$ cat src/rtl/stream_mux_rr.sv
// N-channel stream multiplexer with valid/ready on every port, fixed-select or
// round-robin arbitration, and a one-entry registered output stage.
module stream_mux_rr #(
  parameter int N_CH  = 4,
  parameter int DW    = 8,
  parameter int SEL_W = 2
) (
  input  logic                 clk,
  input  logic                 rst_n,
  input  logic [N_CH*DW-1:0]   ip,
  input  logic [N_CH-1:0]      ip_valid,
  output logic [N_CH-1:0]      ip_ready,
  input  logic                 mode,
  input  logic [SEL_W-1:0]     sel,
  output logic [DW-1:0]        out,
  output logic                 out_valid,
  output logic [SEL_W-1:0]     out_ch,
  input  logic                 out_ready
);

  // Handshake: a word moves on any port at a rising clk edge where its valid
  // and ready are both 1. ip_ready depends on ip_valid, mode, sel and the
  // output stage state, never on ip data; producers must not gate valid on ready.

  logic [DW-1:0]    out_q, out_d;
  logic             out_valid_q, out_valid_d;
  logic [SEL_W-1:0] out_ch_q, out_ch_d;
  logic [SEL_W-1:0] last_gnt_q, last_gnt_d;

  logic             load_en;
  logic             gnt_valid;
  logic [SEL_W-1:0] gnt;
  logic [DW-1:0]    gnt_data;
  logic             xfer;

  // The output register can take a new word in the same cycle it drains.
  assign load_en = !out_valid_q || out_ready;

  // Grant selection.
  always_comb begin
    int unsigned idx;
    gnt_valid = 1'b0;
    gnt       = '0;
    idx       = 0;
    if (!mode) begin
      if (int'(sel) < N_CH) begin
        if (ip_valid[sel]) begin
          gnt_valid = 1'b1;
          gnt       = sel;
        end
      end
    end else begin
      // Scan upward from the channel after the last round-robin winner.
      for (int i = 1; i <= N_CH; i++) begin
        idx = (int'(last_gnt_q) + i) % N_CH;
        if (!gnt_valid && ip_valid[idx]) begin
          gnt_valid = 1'b1;
          gnt       = idx[SEL_W-1:0];
        end
      end
    end
  end

  // Data mux on constant slices keeps the selection free of out-of-range reads.
  always_comb begin
    gnt_data = '0;
    for (int k = 0; k < N_CH; k++) begin
      if (gnt == SEL_W'(k)) gnt_data = ip[k*DW +: DW];
    end
  end

  always_comb begin
    ip_ready = '0;
    for (int k = 0; k < N_CH; k++) begin
      if (gnt_valid && gnt == SEL_W'(k)) ip_ready[k] = load_en && rst_n;
    end
  end

  assign xfer = gnt_valid && load_en;

  always_comb begin
    out_d       = out_q;
    out_ch_d    = out_ch_q;
    out_valid_d = out_valid_q;
    last_gnt_d  = last_gnt_q;
    if (load_en) begin
      if (xfer) begin
        out_d       = gnt_data;
        out_ch_d    = gnt;
        out_valid_d = 1'b1;
        if (mode) last_gnt_d = gnt;
      end else begin
        out_valid_d = 1'b0;
      end
    end
  end

  always_ff @(posedge clk or negedge rst_n) begin
    if (!rst_n) begin
      out_q       <= '0;
      out_ch_q    <= '0;
      out_valid_q <= 1'b0;
      last_gnt_q  <= SEL_W'(N_CH - 1);
    end else begin
      out_q       <= out_d;
      out_ch_q    <= out_ch_d;
      out_valid_q <= out_valid_d;
      last_gnt_q  <= last_gnt_d;
    end
  end

  assign out       = out_q;
  assign out_ch    = out_ch_q;
  assign out_valid = out_valid_q;

endmodule

$ cat config.mk
export PLATFORM = sky130hd
export DESIGN_NAME = stream_mux_rr
export DESIGN_NICKNAME = d
export VERILOG_FILES = /design/src/rtl/stream_mux_rr.sv
export SDC_FILE = /design/constraint.sdc
export NUM_CORES = 1
export LEC_CHECK = 0
export BUFFER_PORTS_ARGS = -buffer_cell sky130_fd_sc_hd__buf_2
export CAP_MARGIN = 30
export CELL_PAD_IN_SITES_DETAIL_PLACEMENT = 2
export CELL_PAD_IN_SITES_GLOBAL_PLACEMENT = 2
export CORE_ASPECT_RATIO = 1.4
export CORE_MARGIN = 2
export CORE_UTILIZATION = 25
export CTS_BUF_LIST = sky130_fd_sc_hd__clkbuf_16
export DETAILED_ROUTE_END_ITERATION = 16
export PLACE_DENSITY = 0.88
export SKIP_CTS_REPAIR_TIMING = 1
export SLEW_MARGIN = 20
export SYNTH_ARGS = -nofsm -noshare
export SYNTH_HDL_FRONTEND = slang
export SYNTH_SLANG_ARGS = --single-unit
$ cat constraint.sdc
create_clock -name clk -period 3.05 [get_ports clk]
set_input_delay 0.61 -clock clk [delete_from_list [all_inputs] [get_ports clk]]
set_output_delay 0.61 -clock clk [all_outputs]
set_load 0.02 [all_outputs]
Word-level counts from Yosys, hierarchy flattened:

Index checks and enable logic that the tools add are counted.

* register bits: 13
* bits in latches: 0
* RAM bits: 0
* ROM bits: 0
* bits of input ports: 42
* output and inout bits: 15
* logic and storage cells: 75
* memories: 0

* add/sub/neg operators: 4
* multiply operators: 0
* div/mod/pow operators: 0
* order comparisons: 5
* eq/ne operators: 3
* shift operators: 0
* multiplexer cells: 34
* bitwise logic cells: 4
* reductions and logical operators: 21

Operators with widths (count)
* $lt A32 B3 Y1 const B: 4
* $mux W8: 4
* $mux W1: 19
* $mux W2: 6
* $bmux W1 S2: 5
* $logic_and A1 B1 Y1: 9
* $reduce_or A2 Y1: 4
* $add A2 B1 Y2 const B: 2
* $add A2 B2 Y2 const B: 2
* $and A1 B1 Y1 const A: 4
* $eq A2 B2 Y1 const B: 2
* $logic_not A1 Y1: 4
* $lt A2 B3 Y1 const B: 1
* $reduce_and A3 Y1: 1
* $eq A2 B1 Y1 const B: 1
* $logic_not A2 Y1: 1
* $reduce_and A2 Y1: 1
* $logic_or A1 B1 Y1: 1

Logic depth before layout (Yosys ltp):

Gate-level depths: netlist of the first run.

* depth in word-level cells: 24
* mapped depth: 7
* depth with buffers taken out: 6

Worst setup path before layout of the first run:

Ideal clock, no wire load.

* path kind: in2out
* start point: input sel[0]
* end point: output ip_ready[2]
* arrival time: 1943 ps
* required time: 2440 ps
* path slack: 497 ps
* stages on the path: 6
* path buffers: 0
* cell sequence: mux2_2 nand3b_2 nand2_1 a2bb2oi_1 nand3_1 a21oi_1

* cells in the longest elaborated chain, start to end: 7
* elaborated cells between the ends (all ways): 9
* classes of those cells: eq/ne: 1; mux: 7; reduce/logical: 1

RTL lines
* start: declaration: line 14 `input logic [SEL_W-1:0] sel,`
* $bmux W1 S2: line 47 `if (ip_valid[sel]) begin`
* $mux W1 (implied by the code): line 47
* $mux W2: line 47
* $mux W2: line 45 `if (!mode) begin`
* $eq A2 B2 Y1: line 75 `if (gnt_valid && gnt == SEL_W'(k)) ip_ready[k] = load_en && rst_n;`
* $logic_and A1 B1 Y1 (*): line 75
* $mux W1 (*): line 75
* end: declaration: line 12 `output logic [N_CH-1:0] ip_ready,`

Every way passes the cells marked *; elsewhere a longest branch is shown, timed or not. The select of a mux whose other input is x is not followed.

Worst setup path in the final report of the first run:

* start point: register last_gnt_q[1]
* end point: output ip_ready[2]

* cells in the longest elaborated chain, start to end: 20
* elaborated cells between the ends (all ways): 34
* classes of those cells: add/sub: 4; eq/ne: 1; mux: 22; reduce/logical: 7

RTL lines
* start: declaration: line 28 `logic [SEL_W-1:0] last_gnt_q, last_gnt_d;`
* start signal: assignment: line 103 `last_gnt_q <= SEL_W'(N_CH - 1);`
* start signal: assignment: line 108 `last_gnt_q <= last_gnt_d;`
* $add A2 B1 Y2: line 55 `idx = (int'(last_gnt_q) + i) % N_CH;`
* $bmux W1 S2: line 56 `if (!gnt_valid && ip_valid[idx]) begin`
* $mux W1 (implied by the code): line 56
* $mux W1: line 56
* $mux W1: line 45
* $logic_not A1 Y1: line 56
* $logic_and A1 B1 Y1: line 56
* $mux W1: line 56
* (+4 left out)
* $mux W1: line 45
* $logic_not A1 Y1: line 56
* $logic_and A1 B1 Y1: line 56
* $mux W2: line 56
* $mux W2: line 45
* $eq A2 B2 Y1: line 75
* $logic_and A1 B1 Y1 (*): line 75
* $mux W1 (*): line 75

Marked as above.

==> results.py, run 1 <==
metrics = {
    "layout": {
        "num-fill-cells": 423,
        "diodes": 0,
        "drive_gt1_share_pct": 44.6,
        "layout_common_cells": "buf_2, mux2i_1, nand2_1",
        "final_nets": 200,
        "layout_commonest_cell": "buf_2",
        "area_delta_synth_final_pct": 41.5,
        "utilization_pct": 37.2,
    },
    "placed_design": {
        "dp_hpwl_um": 2620,
        "io_buffers": 56,
        "gp_congestion": 0.794,
    },
    "worst_setup_path": {
        "slowest_stage": "dfstp_2",
        "crit_family": "compound AO/OA/AOI/OAI gates",
        "cp_data_required_time_ps": 2440,
        "worstSetupEndpointType": "output pin",
        "start_kind": "register",
        "critPathBufInv": 1,
        "cp_max_fo": 8,
        "cpPeakStageDelay_ps": 590,
        "critPathArrivalTime_ps": 2180,
        "path_class": "register to output pin",
        "timing.critical_path.cells": "nand2b_1 -> a21oi_1 -> a311oi_1 -> a2bb2oi_2 -> nand3_1 -> a21oi_1 -> buf_2",
        "crit_top_cell": "a21oi_1",
    },
    "clock_network": {
        "path_clk_slew_ps": 40,
        "cts-root-buf": "clkbuf_16",
        "cts_buffers": 3,
        "clock-sinks": 13,
        "cts_tree": "yes",
        "clk_path_buf_depth": 2,
        "clkLatencyLatePin_ps": 240,
        "h-tree-depth": 1,
    },
    "synth": {
        "async_flop_share_pct": 100,
        "synth_edf_count": 0,
        "synth_nets": 140,
        "synth-seq-area-share_pct": 33.9,
        "yosysWarnings": 0,
        "synth_flop_cell": "dfrtp_1",
        "syn_inst": 98,
        "synth_area_um2": 966,
        "ys_types": 32,
        "avgSynthCellArea_um2": 9.86,
        "ys_ff_latch": 13,
    },
    "global_route": {
        "grt_antenna_before_repair": 0,
        "met2_usage_pct": 26.5,
        "top_usage_layer": "met2",
        "grt-ovfl-total": 0,
        "grt_pass1_vias": 1068,
        "met1_usage_pct": 15.7,
        "gr-usage-met3_pct": 3.50,
        "grt_max_degree": 19,
        "grt_pass1_wl_um": 4940,
        "track_usage_pct": 14.3,
    },
    "hold_path": {
        "hold_class": "input port to asynchronous set/reset pin",
    },
    "die": {
        "io_pins": 57,
        "start_util_pct": 26.3,
        "die_h_um": 77.5,
        "coreArea_um2": 3680,
        "die_w_um": 56.5,
        "core.rowCount": 26,
        "die_area_um2": 4380,
    },
    "detailed_routing": {
        "totalWireLength_um": 3090,
        "first_iter_violations": 15,
        "drt_first_pass_iters": 3,
        "viasPerCell": 5.21,
        "drtAntennaViolNets": 0,
        "vias": 1037,
        "drc": 0,
        "wire_per_inst_um": 15.5,
    },
    "timing": {
        "layout_min_cycle_time_ps": 2790,
        "period_share_pct": 91.6,
        "fin_setup_tns_ps": 0,
        "clock_skew_ps": 4.19,
        "finalHoldViolations": 0,
        "slew_headroom_pct": 69.1,
        "rsz0062_at_grt": "false",
        "worst_pin_slew_ps": 461,
        "maxSlewViolCount": 0,
        "max_freq_ghz": 0.358,
        "finalSetupViolCount": 0,
    },
    "power_and_ir_drop": {
        "leakage_uw": 0.000675,
        "power.density_nw_per_um2": 629,
        "ir_worst_vdd_mv": 0.282,
    },
    "flow_run": {
        "maxCapViolations": 0,
    },
    "outcome": {
        "status": "finished clean",
    },
}
[power by group]
part           internal, uW  switching (uW)
combinational           148             204
clock                   172            68.1
sequential              229            36.5
[registers in the layout (all words and copies together) (netlist names)]
| name | flops |
|---|---|
| out | 8 |
| out_valid | 1 |
| out_ch | 2 |
| last_gnt_q | 2 |
[metrics by stage]
step                      cell area, um2  hold WS (ps)  setup slack [ps]  instances  total power (uW)
after floorplan                      966           314               497         98               508
after global placement              1280           453               337        195               608
after detailed placement            1280           480               170        195               625
after CTS                           1360           275               128        199               873
after global routing                1370           282               107        199               922
final                               1370           267               256        199               859
[kinds of logic (layout without fill, tap and decap cells)]
logic type | after synthesis | count (layout) | synth area share, %
buffers and inverters | 3 | 62 | 2.98
AND/OR/NAND/NOR | 41 | 41 | 23.6
multiplexers | 18 | 18 | 18.8
AO/OA/AOI/OAI | 23 | 23 | 20.7
flip-flops | 13 | 13 | 33.9
[per-layer routing]
layer | up-vias | wire length [um]
met5 | - | 0
met4 | 0 | 36
met3 | 4 | 269
met2 | 53 | 1590
met1 | 489 | 1200
li1 | 491 | -
[path summary, 6_finish.rpt]
kind	from	to	slack [ps]	cells after the start
setup reg to reg	last_gnt_q[1]	out[3]	890	6
setup / recovery	last_gnt_q[1]	ip_ready[2]	260	7
hold reg to reg	out[7]	out[7]	480	2
hold / removal	rst_n	out[5]	270	1
max in group asynchronous	rst_n	last_gnt_q[0]	2490	1
min in group clk	out[7]	out[7]	480	2
[layout make-up]
class                      instances  area, um2  share of cell area [%]
clock buffer                       3       75.1                    5.49
timing repair buffer              57        288                    21.1
clock inverter                     1       3.75                   0.275
inverter                           1       3.75                   0.275
sequential                        13        328                    24.0
multi-input combinational         82        616                    45.1
tap                               42       52.6                    3.85
[synth_stat cells, drive strengths merged (2+ instances only)]
| cell | n | area share (%) |
|---|---|---|
| a21oi | 6 | 3.5 |
| a31oi | 2 | 1.3 |
| buf | 2 | 2.6 |
| dfrtp | 11 | 28 |
| dfstp | 2 | 5.4 |
| mux2i | 17 | 18 |
| nand2 | 16 | 7.9 |
| nand2b | 5 | 3.2 |
| nand3 | 2 | 1.0 |
| nand3b | 2 | 1.9 |
| nor2 | 7 | 2.7 |
| nor2b | 2 | 1.3 |
| nor3 | 2 | 1.0 |
| o221ai | 8 | 7.3 |
Power figures use the tool's default switching activity.
==> run 2: changes to the inputs <==
- ABC_AREA: default -> 1
- CORE_UTILIZATION: 25 -> 26
- PLACE_DENSITY: 0.88 -> 0.92
- clock period: 3.05 -> 3.46 ns (I/O delays scaled with it)
==> run 2 against run 1 <==
Non-clock buffer count grew 2. Wire length grew 45%. Largest power group unchanged. Hold slack gained 73 ps. Count of clock-buffer cells in the layout is the same. Sequential cell count is the same. Synthesized cell count grew 97%. Sequential power grew 17%. First-iteration DRC count shrank 27%. Core utilization shrank 2.2 points. Critical endpoint unchanged. Via count grew 42%. Worst setup slack gained 71 ps. Clock skew shrank 3.6 ps.
==> results.py, run 2 <==
metrics = {
    "outcome": {
        "status": "finished clean",
    },
    "flow_run": {
        "maxCapViolations": 0,
    },
    "synth": {
        "synth_area_um2": 1280,
        "synth_edf_count": 0,
        "ys_ff_latch": 13,
        "ys_top_cells_by_area": "nand2_1, dfrtp_1, nand3_1",
        "synth.most_common_cell": "nand2_1",
        "async_flop_share_pct": 100,
        "avgSynthCellArea_um2": 6.66,
        "yosys-top-cells-count": "nand2_1, nand3_1, nand2_2",
        "synth_area_leader_cell": "nand2_1",
        "yosysWarnings": 0,
        "synth-seq-area-share_pct": 25.5,
        "syn_inst": 193,
        "synth_flop_cell": "dfrtp_1",
        "synth_top_area_share_pct": 22.2,
        "ys_types": 25,
        "synth_nets": 235,
    },
    "layout": {
        "utilization_pct": 35.0,
        "stdcell_count": 314,
        "area_delta_synth_final_pct": 30.8,
        "regArea_um2": 328,
        "drive_gt1_share_pct": 39.2,
        "final_nets": 293,
        "multi_input_area_um2": 808,
        "num-fill-cells": 649,
        "diodes": 0,
        "largest_reg_flops": 8,
        "fin_area_um2": 1680,
        "layout_common_cells": "nand2_1, buf_2, nand3_1",
        "layout_commonest_cell": "nand2_1",
    },
    "placed_design": {
        "io_buffers": 56,
        "dpl_cell_area_um2": 1600,
        "dp_hpwl_um": 3570,
        "placed_cells": 310,
        "gp_congestion": 0.793,
    },
    "detailed_routing": {
        "vias": 1468,
        "wire_per_inst_um": 14.3,
        "drt_first_pass_iters": 4,
        "drtAntennaViolNets": 0,
        "totalWireLength_um": 4480,
        "viasPerCell": 4.68,
        "drc": 0,
        "first_iter_violations": 11,
    },
    "global_route": {
        "grt_pass1_vias": 1560,
        "track_usage_pct": 17.4,
        "grt_max_degree": 20,
        "grt_pass1_wl_um": 7530,
        "grt_antenna_before_repair": 0,
        "grt-ovfl-total": 0,
    },
    "power_and_ir_drop": {
        "swShare_pct": 54.4,
        "combPwrFrac_pct": 68.6,
        "leakage_uw": 0.000933,
        "p_clk_share_pct": 13.1,
        "p_int_uw": 776,
        "power.density_nw_per_um2": 1010,
        "p_sw_uw": 926,
        "seq_power_share_pct": 18.2,
        "ir_worst_vdd_mv": 0.273,
    },
    "clock_network": {
        "cts-root-buf": "clkbuf_16",
        "clkLatencyLatePin_ps": 250,
        "h-tree-depth": 1,
        "clk_path_buf_depth": 2,
        "cts_buffers": 3,
        "cts_tree": "yes",
        "clock-sinks": 13,
        "path_clk_slew_ps": 50,
    },
    "worst_setup_path": {
        "cp_data_required_time_ps": 2770,
        "path_class": "register to output pin",
        "reg2reg_depth": 15,
        "critPathArrivalTime_ps": 2440,
        "worstSetupEndpointType": "output pin",
        "start_kind": "register",
        "cp_max_fo": 19,
    },
    "die": {
        "coreArea_um2": 4800,
        "start_util_pct": 26.7,
        "die_area_um2": 5530,
        "die_w_um": 63.4,
        "core.rowCount": 30,
        "die_h_um": 87.2,
        "io_pins": 57,
    },
    "timing": {
        "whs_ps": 340,
        "clock_skew_ps": 0.566,
        "max_freq_ghz": 0.319,
        "finalSetupViolCount": 0,
        "worst_pin_slew_ps": 334,
        "period_share_pct": 90.6,
        "fin_setup_tns_ps": 0,
        "slew_headroom_pct": 77.7,
        "maxSlewViolCount": 0,
        "rsz0062_at_grt": "false",
        "finalHoldViolations": 0,
        "layout_min_cycle_time_ps": 3130,
    },
    "hold_path": {
        "hold_class": "input port to asynchronous set/reset pin",
    },
}
==> run 2: cell types whose count changed after synthesis, sizes merged, moves of 8 or more <==
cell    previous run  this run
nand2             16        93
o221ai             8         0
inv                1        19
mux2i             17         0
nand3              2        28
o21ai              1        10
==> run 2: area by class of cell <==
class,instances,share of cell area (%)
multi-input cells,155,48.1
flip-flops and latches,13,19.5
repair buffers,59,18.0
inverters,19,4.84
well taps,64,4.77
clock buffers,3,4.47
clock inverters,1,0.298
==> run 2: logic make-up (layout without fill, tap and decap cells) <==
| kind of cell | Yosys count | in the layout | synth area share, % |
|---|---|---|---|
| AOI/OAI and AO/OA | 12 | 12 | 6.04 |
| buffers and inverters | 25 | 82 | 11.6 |
| DFF | 13 | 13 | 25.5 |
| and+or+nand+nor | 143 | 143 | 56.9 |
==> run 2: path summary, 6_finish.rpt <==
check                         startpoint             to  slack [ps]
setup / recovery           last_gnt_q[0]    ip_ready[2]         330
hold / removal                     rst_n      out_valid         340
setup reg to reg           last_gnt_q[0]         out[3]        1070
hold reg to reg                   out[1]         out[1]         470
max in group asynchronous          rst_n  last_gnt_q[0]        2820
min in group clk                  out[1]         out[1]         470
==> run 2: power groups by stage <==
stage               registers (uW)  clock network, uW  logic, uW
CTS                            313                230       1190
floorplan                      342                  0        890
global placement               309                  0       1120
global route                   327                233       1320
finish                         310                224       1170
detailed placement             314                  0       1180
==> run 2: stage by stage <==
stage          setup WS (ps)  total power (uW)
3_5_place_dp             488              1490
3_3_place_gp             561              1430
4_1_cts                  292              1730
5_1_grt                  157              1880
2_1_floorplan            890              1230
6_report                 327              1700
==> run 2: critical path, cell delays in order, from the launching register on <==
cell     delay, ps
dfstp_2        690
nand2_1        110
nand2_2        100
nand2_1         70
nand2_1        110
nand2_1         90
nand2_1         80
nand2_1         70
nand2_2        120
nor2_4          70
nor2_8         250
nand2_1        150
nor2_1         110
buf_2          170
==> run 2: metal layers <==
layer | track usage (%) | vias up | part of all wire, %
li1 | - | 727 | -
met5 | 0 | - | 0
met3 | 1.81 | 6 | 2.5
met4 | 5.34 | 0 | 1.5
met2 | 33.3 | 31 | 56
met1 | 20.2 | 704 | 40
